[src/rtl/pipe_issue_ctrl.sv]
// Instruction issuer for the 4-stage register/ALU pipeline: program RAM, PC stepping,
// RAW-hazard bubbles against in-flight destinations, and a fixed-length drain on HALT.
module pipe_issue_ctrl #(
    parameter int PROG_DEPTH = 64,
    parameter int PC_W       = 6,
    parameter int WB_LAT     = 3
) (
    input  logic            clk,
    input  logic            rst,
    input  logic            prog_we,
    input  logic [PC_W-1:0] prog_addr,
    input  logic [22:0]     prog_data,
    input  logic            start,
    output logic [3:0]      rs1,
    output logic [3:0]      rs2,
    output logic [3:0]      rd,
    output logic [2:0]      func,
    output logic [7:0]      addr,
    output logic            issue_valid,
    output logic            busy,
    output logic            done,
    output logic [PC_W-1:0] pc,
    output logic [15:0]     stall_cnt
);

    // state  | meaning
    // S_IDLE | waiting for start; program RAM writable
    // S_RUN  | evaluating the instruction at pc each cycle, issuing or bubbling
    // S_DRAIN| bubbles only while the last writebacks land, then done

    localparam logic [2:0] F_RSH  = 3'b100;
    localparam logic [2:0] F_LSH  = 3'b101;
    localparam logic [2:0] F_NOP  = 3'b110;
    localparam logic [2:0] F_HALT = 3'b111;

    // A write landing WB_LAT cycles after issue is visible to an instruction evaluated
    // in that same cycle, so only the last WB_LAT-1 issued destinations can conflict.
    localparam int SB_D = (WB_LAT > 1) ? WB_LAT - 1 : 1;
    localparam int DC_W = $clog2(WB_LAT + 1);

    typedef enum logic [1:0] {
        S_IDLE,
        S_RUN,
        S_DRAIN
    } state_t;

    state_t          state;
    logic [DC_W-1:0] drain_cnt;
    logic [SB_D-1:0] sb_valid;
    logic [3:0]      sb_rd [SB_D];

    logic [22:0]     prog_mem [PROG_DEPTH];
    logic [22:0]     instr;
    logic [2:0]      i_func;
    logic [3:0]      i_rd;
    logic [3:0]      i_rs1;
    logic [3:0]      i_rs2;
    logic [7:0]      i_addr;
    logic            shift_op;
    logic            hazard;
    logic            issue_now;
    logic            sb_load;
    logic            last_pc;

    always_ff @(posedge clk) begin
        if (prog_we && !busy) begin
            prog_mem[prog_addr] <= prog_data;
        end
    end

    assign instr    = prog_mem[pc];
    assign i_func   = instr[22:20];
    assign i_rd     = instr[19:16];
    assign i_rs1    = instr[15:12];
    assign i_rs2    = instr[11:8];
    assign i_addr   = instr[7:0];
    assign shift_op = (i_func == F_RSH) || (i_func == F_LSH);
    assign last_pc  = (pc == PC_W'(PROG_DEPTH - 1));

    always_comb begin
        hazard = 1'b0;
        if ((WB_LAT > 1) && (i_func != F_NOP)) begin
            for (int i = 0; i < SB_D; i++) begin
                if (sb_valid[i] &&
                    ((sb_rd[i] == i_rs2) || (!shift_op && (sb_rd[i] == i_rs1)))) begin
                    hazard = 1'b1;
                end
            end
        end
    end

    assign issue_now = (state == S_RUN) && (i_func != F_HALT) && !hazard;
    // A NOP carries no real destination, so it never blocks later readers.
    assign sb_load   = issue_now && (i_func != F_NOP);

    always_ff @(posedge clk) begin
        if (rst) begin
            state       <= S_IDLE;
            drain_cnt   <= '0;
            sb_valid    <= '0;
            for (int i = 0; i < SB_D; i++) begin
                sb_rd[i] <= '0;
            end
            rs1         <= '0;
            rs2         <= '0;
            rd          <= '0;
            func        <= F_NOP;
            addr        <= '0;
            issue_valid <= 1'b0;
            busy        <= 1'b0;
            done        <= 1'b0;
            pc          <= '0;
            stall_cnt   <= '0;
        end else begin
            done        <= 1'b0;
            issue_valid <= 1'b0;
            func        <= F_NOP;
            rs1         <= '0;
            rs2         <= '0;
            rd          <= '0;
            addr        <= '0;

            for (int i = SB_D - 1; i > 0; i--) begin
                sb_valid[i] <= sb_valid[i-1];
                sb_rd[i]    <= sb_rd[i-1];
            end
            sb_valid[0] <= sb_load;
            sb_rd[0]    <= i_rd;

            case (state)
                S_IDLE: begin
                    if (start) begin
                        state     <= S_RUN;
                        pc        <= '0;
                        stall_cnt <= '0;
                        busy      <= 1'b1;
                    end
                end
                S_RUN: begin
                    if (i_func == F_HALT) begin
                        state     <= S_DRAIN;
                        drain_cnt <= DC_W'(WB_LAT);
                    end else if (hazard) begin
                        if (stall_cnt != 16'hFFFF) begin
                            stall_cnt <= stall_cnt + 16'd1;
                        end
                    end else begin
                        issue_valid <= 1'b1;
                        func        <= i_func;
                        rd          <= i_rd;
                        rs1         <= i_rs1;
                        rs2         <= i_rs2;
                        addr        <= i_addr;
                        // Running off the end of the RAM acts as an implicit HALT.
                        if (last_pc) begin
                            state     <= S_DRAIN;
                            drain_cnt <= DC_W'(WB_LAT);
                        end else begin
                            pc <= pc + PC_W'(1);
                        end
                    end
                end
                S_DRAIN: begin
                    if (drain_cnt == DC_W'(1)) begin
                        state <= S_IDLE;
                        done  <= 1'b1;
                        busy  <= 1'b0;
                    end else begin
                        drain_cnt <= drain_cnt - DC_W'(1);
                    end
                end
                default: begin
                    state <= S_IDLE;
                    busy  <= 1'b0;
                end
            endcase
        end
    end

endmodule

[config.mk]
export PLATFORM = sky130hd
export DESIGN_NAME = pipe_issue_ctrl
export DESIGN_NICKNAME = d
export VERILOG_FILES = /design/src/rtl/pipe_issue_ctrl.sv
export SDC_FILE = /design/constraint.sdc
export NUM_CORES = 1
export LEC_CHECK = 0
export CORE_ASPECT_RATIO = 1.1
export CORE_MARGIN = 2
export CORE_UTILIZATION = 56
export DETAILED_ROUTE_END_ITERATION = 6
export PLACE_DENSITY = 0.76
export SYNTH_ARGS = -nofsm -noshare
export SYNTH_HDL_FRONTEND = slang
export SYNTH_SLANG_ARGS = --single-unit
[constraint.sdc]
create_clock -name clk -period 3.8 [get_ports clk]
set_input_delay 0.57 -clock clk [delete_from_list [all_inputs] [get_ports clk]]
set_output_delay 0.57 -clock clk [all_outputs]
set_load 0.05 [all_outputs]
==> impl_metrics.tcl, run 1 <==
set metrics [dict create \
    fmax_mhz 262 \
    portBuffers 80 \
    placed_area_um2 63500 \
    setup_tns_ps -28.6 \
    setup_slack_ps -23.2 \
    ys_ff_latch 1540 \
    worstPathMaxFanout 6 \
    viasPerCell 6.74 \
    numCtsBuffers 145 \
    yosysSeqAreaShare 0.769 \
    synthTopCellsByArea "edfxtp_1 (75%), mux4_2 (15%), dfxtp_1 (2.3%), mux2i_1 (1.8%), a22oi_1 (0.60%)" \
    rrSetupSlack_ps -20 \
    place_congestion 0.893 \
    worstSetupPathType "reg2reg" \
    ys_warn_count 0 \
    core_um2 105000 \
    overflow 0 \
    layout-drive-gt1-share 0.333 \
    rsz0062_at_grt "yes" \
    die_h_um 345 \
    critPathTopFamily "compound AO/OA/AOI/OAI gates" \
    synthesis.area_um2 59300 \
    initial_utilization 0.563 \
    ys_types 74 \
    worst-path-buf-inv 5 \
    wl_mm 157 \
    grt_pass1_wl_mm 222 \
    period_needed_ps 3820 \
    ant_nets 0 \
    synthArstFlopShare 0 \
    synth_top_area_frac 0.746 \
    io_pins 81 \
    slew_headroom 0.168 \
    num_rows 125 \
    synth.top_cells.by_count "edfxtp_1 (1472), mux4_2 (386), mux2i_1 (109), nor2_1 (88), dfxtp_1 (68)" \
    max_cap_violations 0 \
    synth.most_common_cell "edfxtp_1" \
    yosys.area.top_type "edfxtp_1" \
    drt-initial-drc-count 4218 \
    clockRootBuffer "clkbuf_16" \
    route.vias.total 31000 \
    htree_levels 4 \
    hp-class "reg2reg" \
    timing.final.crit_share 1.01 \
    drtPass1Iterations 5 \
    hold_viol 0 \
    die_width_um 314 \
    die_area_um2 108000 \
    clk_pin_slew_ps 60 \
    synth_edf_count 1472 \
    slew_violations 0 \
    grt_max_degree 91 \
    setup_viol 3 \
    max_slew.worst_pin.slew_ps 1250 \
    cp_cell_sequence "buf_12 > buf_12 > buf_8 > mux4_2 > mux4_2 > a22o_4 > a21oi_4 > xor2_1 > nand3_1 > nor4_2 > o21ai_2 > buf_6 > a21oi_4 > buf_6 > nand4_1 > a31o_2" \
    p_leak_nw 21.6 \
    fin_util 0.657 \
    syn2layout_area_growth_pct 16.7 \
    grt_pass1_vias 31400 \
    insertion_delay_ps 760 \
    nNetsFinal 3120 \
    arrival_ps 4470 \
    power_density_nw_per_um2 511 \
    detail_route.wl_per_cell_um 34.1 \
    drc 0 \
    synth_nets 2733 \
    synth_cells 2697 \
    post-dp-hpwl_mm 90.3 \
    cp_slowest_cell "mux4_2" \
    avgSynthCellArea_um2 22.0 \
    cts_buffer_depth 3 \
    start_kind "register" \
    finClkSkew_ps 26.8 \
    ys.flop_type "edfxtp_1" \
    cts_sinks 1540 \
    end_kind "register" \
    grtUsageTotal 0.291 \
    final_cell_area_um2 69200 \
    crit_required_ps 4450 \
    ir_worst_vdd_v 0.000375 \
    violations "setup timing" \
    outcome "finished, violations left" \
    slowest_delay_ps 490 \
    antenna_found_initial 2 \
    tritoncts "built" \
]
-- logic make-up after synthesis --
family                   count (synthesis)  synth area share
buffers and inverters                  150            0.0124
AO/OA/AOI/OAI                          170            0.0218
adder cells (fa/ha/maj)                  3          0.000633
XOR/XNOR                                15           0.00222
AND/OR/NAND/NOR                        310            0.0264
flip-flops                            1540             0.769
multiplexers                           509             0.168
-- per-stage QoR --
step / hold WS (ps) / total power [W] / cells / setup slack (ps)
final: 480 / 0.0353 / 4600 / -23.2
after global routing: 492 / 0.0361 / 4598 / -160
after CTS: 477 / 0.0354 / 4583 / -19.8
after detailed placement: 471 / 0.0207 / 4296 / -277
after global placement: 451 / 0.0207 / 4296 / -202
after floorplan: 430 / 0.0200 / 2697 / 11.1
-- final cells by class --
class	count	area [um^2]
fillers	6424	36100
well taps	1397	1750
repair buffers	378	3440
flip-flops and latches	1540	45600
clock inverters	94	1070
inverters	12	45.0
clock buffers	170	3800
diodes	2	5.00
multi-input cells	1007	13500
-- flip-flops by register name, summed over array words and instances, names as in the netlist, 2 cells and up, named ones only --
register,flops
state,2
rs2,4
addr,8
pc,6
sb_rd,8
drain_cnt,2
func,3
rs1,4
sb_valid,2
stall_cnt,16
rd,4
prog_mem,1472
-- placed cells by master, fill, tap and decap left out, types with 16 or more instances in the layout --
| cell type | n |
|---|---|
| edfxtp_1 | 1472 |
| mux4_2 | 386 |
| buf_4 | 245 |
| clkbuf_16 | 147 |
| mux2i_1 | 107 |
| dfxtp_1 | 63 |
| clkdlybuf4s50_1 | 57 |
| nand2_1 | 55 |
| nor2_2 | 55 |
| a22oi_1 | 47 |
| nand3_1 | 34 |
| buf_12 | 31 |
| clkinv_1 | 29 |
| clkinv_2 | 28 |
| nor2b_1 | 27 |
| nor2_1 | 24 |
| and2_1 | 24 |
| buf_2 | 24 |
| bufinv_16 | 21 |
| clkbuf_1 | 19 |
| buf_6 | 17 |
| o22ai_1 | 16 |
-- path summary, 6_finish.rpt --
kind | end | depth (start not counted) | startpoint
max | stall_cnt[6] | 16 | register
min | sb_valid[1] | 1 | sb_valid[0]
max reg2reg | stall_cnt[6] | 16 | register
min reg2reg | sb_valid[1] | 1 | sb_valid[0]
-- worst register-to-register path, stage by stage (launching register included) --
cell     delay, ps
dfxtp_4        410
buf_12         130
buf_12         120
buf_8          120
mux4_2         500
mux4_2         490
a22o_4         290
a21oi_4        170
xor2_1         190
nand3_1        110
nor4_2         260
o21ai_2        130
buf_6          150
a21oi_4        170
buf_6          140
nand4_1        100
a31o_2         260
-- power breakdown --
| part | internal [W] | switching (W) |
|---|---|---|
| logic | 0.000781 | 0.00101 |
| registers | 0.0187 | 0.0000517 |
| clock network | 0.00863 | 0.00619 |
-- routing by layer --
| metal | vias up | wire length [um] | GRT usage |
|---|---|---|---|
| li1 | 12100 | - | - |
| met3 | 412 | 14600 | 0.0518 |
| met5 | - | 12 | 0 |
| met4 | 2 | 8230 | 0.141 |
| met2 | 2072 | 79500 | 0.481 |
| met1 | 16400 | 54400 | 0.376 |
-- what timing repair did --
action / 4_1_cts / 5_1_grt
resized for setup: 49 / 33
pin swaps: 14 / 33
buffers inserted: 20 / 15
setup endpoints to repair: 53 / 44
hold buffers: 0 / 0
cloned: 3 / 0
endpoints found under the hold margin: 0 / 0
No activity file was read; power rests on OpenSTA's default activity.
==> inputs of run 2 (changes only) <==
SKIP_LAST_GASP = 1   (was default)
==> run 2 against run 1 <==
- clock-buffer cell count unchanged
- global-route usage about the same
- via count about the same
- the flow still finishes with violations (setup timing)
- fmax down 0.19%
- sequential power about the same
- worst setup slack worse by 7.5 ps
- routed wire length about the same
- sequential share of layout area about the same
- total power about the same
- register-to-register slack about the same
- critical path depth unchanged
==> impl_metrics.tcl, run 2 (same netlist as run 1, synthesis figures left out) <==
set metrics [dict create \
    outcome "finished, violations left" \
    violations "setup timing" \
    overflow 0 \
    hp-class "reg2reg" \
    portBuffers 80 \
    ant_nets 0 \
    viasPerCell 6.73 \
    fmax_mhz 261 \
    grt_pass1_wl_mm 222 \
    drc 0 \
    setup_tns_ps -52.7 \
    die_width_um 314 \
    fin_util 0.657 \
    start_kind "register" \
    wl_mm 157 \
    place_ws_ps -277 \
    syn2layout_area_growth_pct 16.7 \
    ir_worst_vdd_v 0.000375 \
    timing.final.crit_share 1.01 \
    min_delay_path_depth 1 \
    final_common_cell "edfxtp_1" \
    htree_levels 4 \
    hold_viol 0 \
    end_kind "register" \
    mostFrequentLayoutCells "edfxtp_1 (1472), mux4_2 (386), buf_4 (246)" \
    max_slew.worst_pin.slew_ps 1260 \
    power_density_nw_per_um2 511 \
    insertion_delay_ps 760 \
    io_pins 81 \
    rsz0062_at_grt "yes" \
    die_h_um 345 \
    nNetsFinal 3120 \
    p_leak_nw 21.5 \
    reg_top3 "prog_mem x1472, stall_cnt x16" \
    grt_pass1_vias 31400 \
    detail_route.wl_per_cell_um 34.1 \
    cts_buffer_depth 3 \
    period_needed_ps 3830 \
    rr_worst_depth 16 \
    arrival_ps 4480 \
    layout-drive-gt1-share 0.332 \
    worstPathMaxFanout 6 \
    setup_viol 5 \
    core_um2 105000 \
    regMostFlops "prog_mem" \
    drt-initial-drc-count 4188 \
    drtPass1Iterations 6 \
    initial_utilization 0.563 \
    slew_violations 0 \
    clockRootBuffer "clkbuf_16" \
    max_cap_violations 0 \
    setup_slack_ps -30.7 \
    grt_max_degree 91 \
    route.vias.total 31000 \
    largest_register_ffs 1472 \
    cts_hold_buf 0 \
    numCtsBuffers 145 \
    antenna_found_initial 2 \
    cp_cell_sequence "buf_12 > buf_12 > buf_8 > mux4_2 > mux4_2 > a22o_4 > a21oi_4 > xor2_1 > nand3_1 > nor4_2 > o21ai_2 > buf_6 > a21oi_4 > buf_6 > nand4_1 > a31o_2" \
    die_area_um2 108000 \
    worstSetupPathType "reg2reg" \
    slowest_delay_ps 500 \
    finClkSkew_ps 28.2 \
    cp_slowest_cell "mux4_2" \
    place_congestion 0.893 \
    post-dp-hpwl_mm 90.3 \
    grtUsageTotal 0.291 \
    slew_headroom 0.158 \
    tritoncts "built" \
    num_rows 125 \
    clk_pin_slew_ps 60 \
    cts_sinks 1540 \
    power_w 0.0353 \
    crit_required_ps 4450 \
]
[run 2: cell type report]
class                           instances  area, um^2
Antenna cell                            3        7.51
Clock buffer                          170        3800
Clock inverter                         94        1070
Fill cell                            6429       36100
Inverter                               12        45.0
Multi-Input combinational cell       1007       13400
Sequential cell                      1540       45600
Tap cell                             1397        1750
Timing Repair Buffer                  378        3440
[run 2: stage by stage]
step / hold WS [ps] / instance area [um^2] / instances
floorplan: 430 / 59300 / 2697
global placement: 451 / 63500 / 4296
detailed placement: 471 / 63500 / 4296
CTS: 477 / 68900 / 4583
global route: 492 / 69100 / 4598
finish: 478 / 69100 / 4601
[run 2: worst paths after layout]
kind	from	to	slack, ps
worst max-delay path	register	stall_cnt[6]	-30
worst max register to register	register	stall_cnt[6]	-30
worst min-delay path	sb_valid[0]	sb_valid[1]	480
worst min register to register	sb_valid[0]	sb_valid[1]	480
[run 2: routing by layer]
metal  vias up  wire [um]  global-route usage
met5         -         12                   0
met3       432      14700              0.0518
li1      12100          -                   -
met2      2133      79400               0.482
met4         2       8380               0.141
met1     16300      54300               0.376
[run 2: worst max-delay path, delay by kind of cell (launching register included)]
family | cells | cell delay [ps]
multiplexers | 2 | 990
AO/OA/AOI/OAI | 5 | 1010
XOR/XNOR | 1 | 190
buffers and inverters | 5 | 640
AND/OR/NAND/NOR | 3 | 470
flip-flops | 1 | 410
[run 2: power by group]
group          internal [W]  switching [W]
clock network       0.00863        0.00618
logic              0.000780        0.00101
registers            0.0187      0.0000517
[run 2: what timing repair did]
| action | 4_1_cts | 5_1_grt |
|---|---|---|
| resized for setup | 48 | 30 |
| pin swaps | 13 | 29 |
| gates cloned | 3 | 0 |
| setup buffers | 20 | 15 |
| endpoints found under the setup margin | 53 | 44 |
==> inputs of run 3 (changes only) <==
REMOVE_ABC_BUFFERS = 1   (was default)
==> run 3 against run 2 <==
- the flow now finishes without violations
- register-to-register slack better by 80 ps
- sequential share of layout area up 0.071 points
- final cell count down 0.15%
- utilization down 0.067 points
- sequential power about the same
- fmax up 2.1%
- clock power about the same
- sequential cell count unchanged
- clock skew up 2.5 ps
- combinational power up 2%
- die area unchanged
- final area down 0.10%
- critical path type unchanged
- largest cell class unchanged
- highest routed layer unchanged
==> impl_metrics.tcl, run 3 (same netlist as run 1, synthesis figures left out) <==
set metrics [dict create \
    place_ws_ps -126 \
    io_pins 81 \
    slew_violations 0 \
    grtUsageTotal 0.298 \
    grt_pass1_vias 31000 \
    die_h_um 345 \
    power_density_nw_per_um2 509 \
    antenna_found_initial 10 \
    slew_headroom 0.115 \
    timing.final.crit_share 0.988 \
    hold_viol 0 \
    place_congestion 0.932 \
    mostFrequentLayoutCells "edfxtp_1 (1472), mux4_2 (386), buf_4 (241)" \
    cts_sinks 1540 \
    die_area_um2 108000 \
    ir_worst_vdd_v 0.000449 \
    insertion_delay_ps 770 \
    grt_pass1_wl_mm 226 \
    worstSetupPathType "reg2reg" \
    hp-class "reg2reg" \
    tritoncts "built" \
    drtPass1Iterations 7 \
    cts_hold_buf 0 \
    core_um2 105000 \
    drc 0 \
    route.vias.total 31000 \
    p_leak_nw 21.5 \
    rsz0062_at_grt "yes" \
    end_kind "register" \
    fillers 6391 \
    post-dp-hpwl_mm 91.5 \
    ant_nets 0 \
    power_w 0.0352 \
    worst-path-buf-inv 5 \
    outcome "finished clean" \
    largest_register_ffs 1472 \
    setup_slack_ps 47.1 \
    layout-drive-gt1-share 0.332 \
    wl_mm 161 \
    viasPerCell 6.75 \
    clk_pin_slew_ps 70 \
    numCtsBuffers 144 \
    cp_cell_sequence "buf_16 > buf_12 > buf_12 > buf_4 > mux4_2 > o22ai_1 > nor2_1 > a32oi_4 > buf_4 > xnor2_1 > nor4_2 > o21ai_2 > and2_4 > a2111oi_4 > a2111oi_2" \
    finClkSkew_ps 30.7 \
    crit_required_ps 4430 \
    reg_top3 "prog_mem x1472, stall_cnt x16" \
    arrival_ps 4390 \
    critPathTopFamily "compound AO/OA/AOI/OAI gates" \
    worstPathMaxFanout 7 \
    cts_buffer_depth 3 \
    hp-start "sb_valid[0]" \
    nNetsFinal 3116 \
    syn2layout_area_growth_pct 16.6 \
    detail_route.wl_per_cell_um 35.1 \
    final_common_cell "edfxtp_1" \
    max_slew.worst_pin.slew_ps 1330 \
    fmax_mhz 266 \
    clockRootBuffer "clkbuf_16" \
    overflow 0 \
    regMostFlops "prog_mem" \
    num_rows 125 \
    fin_util 0.656 \
    drt-initial-drc-count 4763 \
    htree_levels 4 \
    max_cap_violations 0 \
    grt_max_degree 65 \
    slowest_delay_ps 490 \
    die_width_um 314 \
    portBuffers 80 \
    cp_slowest_cell "mux4_2" \
    initial_utilization 0.563 \
    setup_viol 0 \
    period_needed_ps 3750 \
    start_kind "register" \
]
run 3: changes by cell type in the layout (fill, tap and decap cells not counted), moves of 4 or more:
cell       change
nor2_2        +10
nor2_4        -10
clkinv_2       -8
clkinv_1       -7
bufinv_16      -6
buf_4          -5
buf_12         -4
buf_16         +4
clkbuf_16      +4
run 3: area by class of cell:
| type | count | area, um^2 | share of cell area |
|---|---|---|---|
| sequential | 1540 | 45600 | 0.660 |
| multi-input combinational | 1007 | 13400 | 0.194 |
| clock buffer | 176 | 3880 | 0.0562 |
| timing repair buffer | 375 | 3480 | 0.0504 |
| tap | 1397 | 1750 | 0.0253 |
| clock inverter | 84 | 916 | 0.0133 |
| inverter | 12 | 45.0 | 0.000652 |
| antenna | 3 | 7.51 | 0.000109 |
run 3: where the power goes:
| group | internal [W] | switching (W) |
|---|---|---|
| Sequential | 0.0187 | 0.0000538 |
| Combinational | 0.000779 | 0.00105 |
| Clock | 0.00835 | 0.00626 |
| Total | 0.0278 | 0.00737 |
run 3: worst register-to-register path: stages, from the launching register on:
cell and delay, ps:
dfxtp_4 460, buf_16 180, buf_12 160, buf_12 140
buf_4 120, mux4_2 490, o22ai_1 180, nor2_1 120
a32oi_4 300, buf_4 170, xnor2_1 90, nor4_2 320
o21ai_2 120, and2_4 210, a2111oi_4 440, a2111oi_2 130
run 3: metrics by stage:
stage	cells	hold slack, ps	TNS, ps	area (um^2)
after floorplan	2559	430	-866400	58600
after global placement	4287	465	-1070	63400
after detailed placement	4287	479	-1730	63400
after CTS	4566	470	-26.1	68700
after global routing	4591	496	-319	69100
final	4594	488	0	69100
run 3: what timing repair did:
item                       4_1_cts  5_1_grt
setup endpoints to repair       35       56
gates resized for setup         46       41
buffers inserted                14       25
pin swaps                       11       16
gates cloned                     5        2
run 3: path summary, 6_finish.rpt:
kind,to,slack [ps],cells past startpoint
max,drain_cnt[1],50,15
min,sb_valid[1],490,1
max reg2reg,drain_cnt[1],50,15
min reg2reg,sb_valid[1],490,1
run 3: routing by layer:
metal | GRT usage | part of all wire
met1 | 0.391 | 0.34
met2 | 0.472 | 0.48
met3 | 0.0726 | 0.12
met4 | 0.149 | 0.058
met5 | 0 | 0.00047
